`config.mk`:
```
export PLATFORM = sky130hd
export DESIGN_NAME = iiitb_lifo
export DESIGN_NICKNAME = d
export VERILOG_FILES = /design/src/rtl/iiitb_lifo.sv
export SDC_FILE = /design/constraint.sdc
export NUM_CORES = 1
export LEC_CHECK = 0
export CORE_MARGIN = 5
export CORE_UTILIZATION = 40
export DETAILED_ROUTE_END_ITERATION = 10
export PLACE_DENSITY = 0.55
export SLEW_MARGIN = 25
export SYNTH_ARGS = -nofsm -noshare
export SYNTH_HDL_FRONTEND = slang
export SYNTH_SLANG_ARGS = --single-unit
```
`constraint.sdc`:
```
create_clock -name Clk -period 3.85 [get_ports Clk]
set_clock_uncertainty 0.15 [all_clocks]
set_input_delay 1.155 -clock Clk [delete_from_list [all_inputs] [get_ports Clk]]
set_output_delay 1.155 -clock Clk [all_outputs]
set_load 0.005 [all_outputs]
```
`src/rtl/iiitb_lifo.sv`:
```
// iiitb_lifo: 8-entry x 4-bit synchronous stack with registered pop data.
// Full pushes and empty pops are dropped, so the pointer never wraps.
module iiitb_lifo #(
  parameter int WIDTH = 4,
  parameter int DEPTH = 8,
  parameter int PTR_W = 4
) (
  input  logic             Clk,
  input  logic             Rst,
  input  logic [WIDTH-1:0] dataIn,
  output logic [WIDTH-1:0] dataOut,
  input  logic             RW,
  input  logic             EN,
  output logic             EMPTY,
  output logic             FULL
);

  localparam int AW = $clog2(DEPTH);

  logic [WIDTH-1:0] mem_r [DEPTH];
  logic [PTR_W-1:0] sp_r;
  logic [WIDTH-1:0] dout_r;
  logic [PTR_W-1:0] sp_m1_s;
  logic [AW-1:0]    wr_idx_s;
  logic [AW-1:0]    rd_idx_s;
  logic             push_s;
  logic             pop_s;

  // Pointer-derived indices, flags and the accepted operation for this cycle
  always_comb begin
    sp_m1_s  = sp_r - PTR_W'(1);
    wr_idx_s = sp_r[AW-1:0];
    rd_idx_s = sp_m1_s[AW-1:0];
    EMPTY    = (sp_r == PTR_W'(0));
    FULL     = (sp_r == PTR_W'(DEPTH));
    if (EN) begin
      push_s = ~RW & ~FULL;
      pop_s  = RW & ~EMPTY;
    end else begin
      push_s = 1'b0;
      pop_s  = 1'b0;
    end
  end

  // Stack storage, pointer and registered pop data
  always_ff @(posedge Clk) begin
    if (!Rst) begin
      sp_r   <= '0;
      dout_r <= '0;
      for (int i = 0; i < DEPTH; i++) begin
        mem_r[i] <= '0;
      end
    end else if (push_s) begin
      mem_r[wr_idx_s] <= dataIn;
      sp_r            <= sp_r + PTR_W'(1);
    end else if (pop_s) begin
      dout_r <= mem_r[rd_idx_s];
      sp_r   <= sp_m1_s;
    end else begin
      sp_r   <= sp_r;
      dout_r <= dout_r;
    end
  end

  assign dataOut = dout_r;

endmodule

```
### Word-level counts from Yosys, hierarchy flattened

Memory sizes are Yosys's and may differ from the RTL's. A register that Yosys moved wholly into a read port is not among the register bits.
Cells that the tools add are included.

* bits in registers: 4
* bits in latches: 0
* RAM bits: 32
* ROM bits: 0
* input port bits: 8
* output and inout bits: 6
* word-level logic and storage cells: 27
* memories: 1

* add/sub/neg operators: 2
* $mul: 0
* divide/modulo/power cells: 0
* $lt $le $gt $ge: 0
* eq/ne operators: 1
* shift-type cells: 0
* multiplexer cells: 11
* bitwise operators: 6
* reduce and logical (&&, ||, !) cells: 5

Memory list
* mem_r: words 8, width 4, rd ports 1, clocked after Yosys merged registers in 1, wr ports 8, RTL line 20 `logic [WIDTH-1:0] mem_r [DEPTH];`

Operators by type and width (count)
* 2-to-1 mux 4 bit: 3
* 2-to-1 mux 1 bit: 7
* adder 4 x 1 -> 4 bit (second input constant): 1
* equality test 4 bit (second input constant): 1
* zero test 4 bit: 1
* NOT 1 bit: 4
* OR reduction 4 bit: 1
* subtractor 4 x 1 -> 4 bit (second input constant): 1
* 2-to-1 mux 3 bit: 1
* AND 1 bit: 2
* AND reduction 2 bit: 1
* nonzero test 2 bit: 1
* zero test 1 bit: 1

### Depth between registers and ports, before layout

Gate-level depths: netlist (run 1).

* depth after elaboration: 9
* depth in mapped cells: 9
* gate-level depth less buffers: 6

### Least setup slack after synthesis (run 1)

OpenSTA, ideal clock, no wires.

* path kind: register to output
* from: register sp_r[0]
* to: output EMPTY
* data arrival time: 1.245 ns
* required time: 2.545 ns
* slack: 1.300 ns
* stages on the path, launching flop included: 6
* buffers on the path: 2
* cell sequence: dfxtp_1 -> buf_4 -> buf_4 -> inv_1 -> ha_1 -> nor3b_2

* longest elaborated chain between the ends: 1

RTL lines
* from (decl): RTL line 21 `logic [PTR_W-1:0] sp_r;`
* from (signal assigned): RTL line 55 `sp_r <= sp_r + PTR_W'(1);`
* from (signal assigned): RTL line 58 `sp_r <= sp_m1_s;`
* from (signal assigned): RTL line 60 `sp_r <= sp_r;`
* zero test 4 bit: RTL line 34 `EMPTY = (sp_r == PTR_W'(0));`
* to (decl): RTL line 14 `output logic EMPTY,`

Every way passes these cells.

### Worst setup path after layout (run 1)

* from: register sp_r[1]
* to: output EMPTY

Same word-level chain as after synthesis.

==> implementation parameters, run 1 <==
Parameter                              Value

Outcome
  Run status    finished, final reports clean

Route
  DRC violation total after the first TritonRoute iteration    50
  Routed length on met2    2.00 mm
  Post-route antenna net violation count    0
  Overall routed net length    4.11 mm
  Number of vias per cell    5.14
  Highest metal layer with signal wires    met4
  Detailed Routing Iterations Pass 1    4
  Detailed-route via count    1224
  Post-detailed-route wirelength per cell    17.3 um
  Detailed-route DRC error count    0
  WL met1    1.90 mm
  Routed wire length on met3    163 um

Yosys
  Mux cell area share after synthesis    11.1%
  Sequential area share after synthesis    56.3%
  Leading register cell type out of synthesis    edfxtp_1
  Post-Synthesis Mean Instance Area    12.8 sq um
  Fraction of registers with async set/reset    0%
  Area share of the leading cell type in the synthesized netlist    48.3%
  Fraction of synthesized cell area in xor and xnor cells    1.82%
  Netlist area before placement    1990 sq um
  Net count after synthesis    165
  Syn Inst Count    155
  Biggest area consumer among synthesized cells    edfxtp_1
  Area fraction in compound gates after synthesis    7.29%
  Simple logic cell fraction of the synthesized area    19.0%
  Adder and majority gate portion of the synthesized area    1.26%
  Main area contributors after synthesis    edfxtp_1, and2_1, dfxtp_1
  Main combinational cell family by area after synthesis    simple AND/OR/NAND/NOR gates
  Yosys cell types    38
  Number of flops mapped to enable cells by yosys    32
  Warnings, synthesis    0
  Seq cells post-synth    40

CTS
  Buffer levels on the longest clock path    2
  CTS tree    yes
  Clock-pin slew reported for the worst setup and hold paths after clock tree synthesis    0.07 ns
  Clk Latency, worst-skew pair    0.29 ns
  Number of buffers added by the clock tree synthesis step    5
  Root buffer cell    clkbuf_8
  CTS H-tree lvls    2
  Post-CTS Repair Setup Buffers    0
  Hold_buf cts    0
  Count of instances resized after the clock tree is built    0
  Number of clock sinks seen by CTS    40

Global route
  First-pass GRT wire length    6.56 mm
  Antenna violations before repair    0
  Global Route Usage Sum    14.0%
  Total congestion overflow after global routing    0
  Pin count of the biggest net entering global routing    18
  Vias in the first global route    1234

Worst setup path
  Arrival time of data at the critical path endpoint    1.98 ns
  CP bufs+invs    2
  Worst Path Required    2.54 ns
  Cell family contributing the most delay on the critical path    buffers and inverters
  Critical setup path kind    register to output port
  Critical Path End Type    output port
  CP Cell Sequence    inv_1, ha_1, nor3b_2, clkdlybuf4s50_1
  Biggest cell delay along the critical path    0.53 ns
  Biggest fanout along the worst timing path    8
  Sort of element at the start of the critical path    register
  Cell with the largest stage delay on the worst path    clkdlybuf4s50_1

Floorplanning
  Row count    25
  Initial cell density of the core    41.6%
  Core Region    4790 sq um
  Die H    80.5 um
  Ports    14
  Horizontal die dimension    80.5 um
  DIE AREA    6490 sq um

STA
  Pins over their slew limit    0
  Period utilisation layout    85.3%
  Max_slew headroom    54.9%
  Achievable Freq    0.305 GHz
  Final hold violation count    0
  Time the final worst path needs with I/O delays and setup    3.28 ns
  Setup total negative slack    0 ns
  Setup repair after global routing missed its margin    no
  Slew of the pin with the lowest slew margin    0.674 ns
  Final setup violating endpoints    0

Placement
  Half-perimeter wire length after placement    3.03 mm
  Number of placed instances with taps included    230
  Weighted congestion reported at the end of routability-driven placement    0.842
  Port Buf Inserts    13

Layout
  Number of fill cells    425
  Layout cell share with drive strength beyond 1    12.3%
  Nets    180
  Final non-filler cell total    238
  Area overhead of the layout relative to synthesis    13.0%
  Count of antenna diodes in the layout    0

Hold path
  Hold crit path type    register to register

Power
  Maximum VDD drop    165 uV
  Static leakage power    0.820 nW
  Total power divided by cell area    413 nW/um^2

Flow run
  Max capacitance violation total    0
[report_power, final]
group          switching (mW)  total, mW  internal [mW]
registers              0.0146      0.502          0.487
logic                  0.0833      0.164         0.0807
clock network           0.136      0.262          0.126
[layer usage]
metal	vias to the layer above	global-route usage (%)
li1	589	-
met4	0	4.56
met3	5	3.48
met5	-	0
met1	608	18.1
met2	22	23.0
[through the flow]
stage | setup slack, ns | hold slack (ns) | instance area [sq um] | total power, mW | utilization (%)
finish | 0.568 | 0.337 | 2250 | 0.928 | 47.0
global route | 0.422 | 0.366 | 2250 | 0.972 | 47.0
CTS | 0.542 | 0.343 | 2250 | 0.937 | 47.0
detailed placement | 0.477 | 0.332 | 2170 | 0.679 | 45.3
global placement | 0.560 | 0.323 | 2170 | 0.675 | 45.3
floorplan | 1.30 | 0.328 | 1990 | 0.624 | -
[registers in the layout, summed over array words and instances, names as in the netlist]
register,count
dataOut,4
mem_r,32
sp_r,4
[cell usage after synthesis, types with 2 or more instances]
| master | number |
|---|---|
| buf_4 | 2 |
| or3_1 | 2 |
| mux4_2 | 7 |
| mux2i_1 | 4 |
| nor3_1 | 2 |
| buf_6 | 2 |
| nand2_1 | 6 |
| nor2_1 | 7 |
| nand2b_1 | 2 |
| mux2_2 | 2 |
| o21ai_0 | 10 |
| a21oi_1 | 5 |
| clkbuf_1 | 2 |
| inv_1 | 4 |
| nand3_1 | 3 |
| edfxtp_1 | 32 |
| ha_1 | 2 |
| and2_1 | 34 |
| dfxtp_1 | 8 |
[worst min-delay path, delay by kind of cell, from the launching register on]
kind / cells / cell delay, ns
flip-flops: 1 / 0.32
AO/OA/AOI/OAI: 1 / 0.06
AND/OR/NAND/NOR: 1 / 0.07
[layout make-up]
type	instances	area (sq um)	area share, %
multi-input combinational	104	805	35.8
timing repair buffer	15	145	6.45
tap	67	83.8	3.73
clock buffer	7	76.3	3.39
sequential	40	1120	49.8
clock inverter	1	3.75	0.167
inverter	4	15.0	0.667
[cells by family (layout without fill, tap and decap cells)]
| group | count (synthesis) | in the layout |
|---|---|---|
| buf+inv | 11 | 27 |
| flops | 40 | 40 |
| simple gates | 64 | 64 |
| compound gates | 23 | 23 |
| fa+ha+maj | 2 | 2 |
| mux | 13 | 13 |
| xor+xnor | 2 | 2 |
[layout by cell type (no fill, tap or decap), types with 2 or more instances in the layout]
cell	instances
nand2b_1	2
or3_1	2
clkdlybuf4s50_1	13
clkbuf_8	5
buf_4	2
ha_1	2
mux2i_1	4
mux4_2	7
dfxtp_1	8
nor2_1	7
mux2_2	2
edfxtp_1	32
clkbuf_1	2
inv_1	4
o21ai_0	10
and2_1	34
nand3_1	3
nor3_1	2
nand2_1	6
a21oi_1	5
[worst paths after layout]
| check | from | to | slack, ns | depth (start not counted) |
|---|---|---|---|---|
| setup / recovery | sp_r[1] | EMPTY | 0.57 | 4 |
| hold / removal | dataOut[3] | dataOut[3] | 0.34 | 2 |
| setup reg to reg | sp_r[1] | dataOut[3] | 1.31 | 6 |
| hold reg to reg | dataOut[3] | dataOut[3] | 0.34 | 2 |
Note: power is estimated with default switching activity, not from simulation.
==> run 2, diff against run 1 <==
MAX_ROUTING_LAYER = met4   (was default)
PLACE_DENSITY = 0.57   (was 0.55)
clock period = 2.7 ns   (was 3.85 ns; I/O delays follow)
==> implementation parameters, run 2 (same netlist as run 1, synthesis figures left out) <==
Parameter                              Value

Worst setup path
  Setup slack of the worst register-to-register path    0.59 ns
  Sort of element at the start of the critical path    register
  Worst-case reg-to-reg path depth    7
  Biggest cell delay along the critical path    0.50 ns
  CP most frequent cell    inv_1
  CP Cell Sequence    inv_1, ha_4, nand3b_1, inv_1, clkdlybuf4s50_1
  Arrival time of data at the critical path endpoint    1.62 ns
  Cell with the largest stage delay on the worst path    clkdlybuf4s50_1
  Worst r2r src    sp_r[0]
  Worst Path Required    1.74 ns
  Biggest fanout along the worst timing path    4
  Critical Path End Type    output port
  Critical setup path kind    register to output port
  Worst reg2reg endpoint    dataOut[3]

Floorplanning
  Initial cell density of the core    41.6%
  Horizontal die dimension    80.5 um
  Die H    80.5 um
  Ports    14
  Row count    25
  Core Region    4790 sq um
  DIE AREA    6490 sq um

STA
  Final hold violation count    0
  Achievable Freq    0.388 GHz
  Final setup violating endpoints    0
  Time the final worst path needs with I/O delays and setup    2.58 ns
  Max_slew headroom    70.3%
  Pins over their slew limit    0
  Slew of the pin with the lowest slew margin    0.445 ns
  Period utilisation layout    95.4%

Route
  Detailed-route DRC error count    0
  Detailed Routing Iterations Pass 1    4
  Number of vias per cell    4.96
  Overall routed net length    4.13 mm
  Post-detailed-route wirelength per cell    16.2 um
  Post-route antenna net violation count    0
  DRC violation total after the first TritonRoute iteration    34
  Detailed-route via count    1260

Hold path
  Start point of the worst hold path    dataOut[3]
  Hold-critical path depth    2
  Worst min-delay path endpoint    dataOut[3]
  Hold crit path type    register to register

CTS
  CTS tree    yes
  Buffer levels on the longest clock path    2
  Clk Latency, worst-skew pair    0.29 ns
  Hold_buf cts    0
  Clock-pin slew reported for the worst setup and hold paths after clock tree synthesis    0.08 ns
  Post-CTS Repair Setup Buffers    0
  Number of buffers added by the clock tree synthesis step    5
  Number of clock sinks seen by CTS    40
  Root buffer cell    clkbuf_8
  CTS H-tree lvls    2
  Count of instances resized after the clock tree is built    0

Global route
  Antenna violations before repair    0
  First-pass GRT wire length    6.78 mm
  Pin count of the biggest net entering global routing    18
  Vias in the first global route    1302
  Total congestion overflow after global routing    0
  Global Route Usage Sum    14.9%

Placement
  Weighted congestion reported at the end of routability-driven placement    0.828
  Port Buf Inserts    13
  Half-perimeter wire length after placement    3.09 mm
  Area post-placement    2290 sq um

Layout
  Max FFs per register    32
  Leading cell type in the layout, fill and taps excluded    and2_1
  Post-layout util    50.6%
  Count of antenna diodes in the layout    0
  Area overhead of the layout relative to synthesis    21.6%
  Most flop-heavy register    mem_r
  Layout cell share with drive strength beyond 1    21.9%
  Nets    196
  Highest-count cells in the layout ignoring fill and taps    and2_1, edfxtp_1, buf_4
  Design Area, Final    2420 sq um

Flow run
  Max capacitance violation total    0

Outcome
  Run status    finished, final reports clean

Power
  Static leakage power    0.919 nW
  Total power divided by cell area    609 nW/um^2
  Maximum VDD drop    383 uV
run 2: area by class of cell:
| class | instances | area [sq um] |
|---|---|---|
| fillers | 423 | 2370 |
| flip-flops and latches | 40 | 1120 |
| multi-input cells | 104 | 817 |
| repair buffers | 31 | 268 |
| well taps | 67 | 83.8 |
| clock buffers | 5 | 68.8 |
| clock inverters | 3 | 46.3 |
| inverters | 4 | 15.0 |
run 2: metal layers:
| layer | routed length (um) | vias to the layer above | share of wire [%] | global-route usage, % |
|---|---|---|---|---|
| li1 | - | 622 | - | - |
| met1 | 1950 | 611 | 47 | 19.0 |
| met2 | 1990 | 25 | 48 | 23.3 |
| met3 | 155 | 2 | 3.8 | 4.26 |
| met4 | 29 | 0 | 0.70 | 4.05 |
| met5 | 0 | - | 0 | - |
run 2: through the flow:
step / hold slack [ns] / instances / total power [mW] / setup slack (ns) / setup TNS (ns)
4_1_cts: 0.348 / 254 / 1.49 / 0.00592 / 0
2_1_floorplan: 0.328 / 155 / 0.890 / 0.431 / 0
5_1_grt: 0.379 / 254 / 1.55 / -0.00938 / -0.00938
3_5_place_dp: 0.336 / 246 / 0.989 / -0.0364 / -0.145
3_3_place_gp: 0.324 / 246 / 0.985 / 0.00431 / 0
6_report: 0.343 / 254 / 1.47 / 0.124 / 0
run 2: report_power, final:
part	switching [mW]	internal, mW
logic	0.128	0.138
registers	0.0165	0.694
clock network	0.218	0.278
run 2: worst max-delay path by stage:
stage | cells after the start | slack [ns] | end | startpoint
final | 5 | 0.12 | FULL | sp_r[0]
after global routing | 5 | -0.009 | FULL | sp_r[0]
after CTS | 4 | 0.006 | EMPTY | sp_r[0]
after detailed placement | 5 | -0.04 | mem_r[4][1] | EN
after global placement | 5 | 0.004 | mem_r[4][1] | EN
after floorplan | 8 | 0.43 | mem_r[0][0] | sp_r[0]
run 2: worst max-delay path, delay by kind of cell, from the launching register on:
family / cells / cell delay, ns
DFF: 1 / 0.33
buffers and inverters: 3 / 0.71
adders and majority gates: 1 / 0.17
and+or+nand+nor: 1 / 0.11
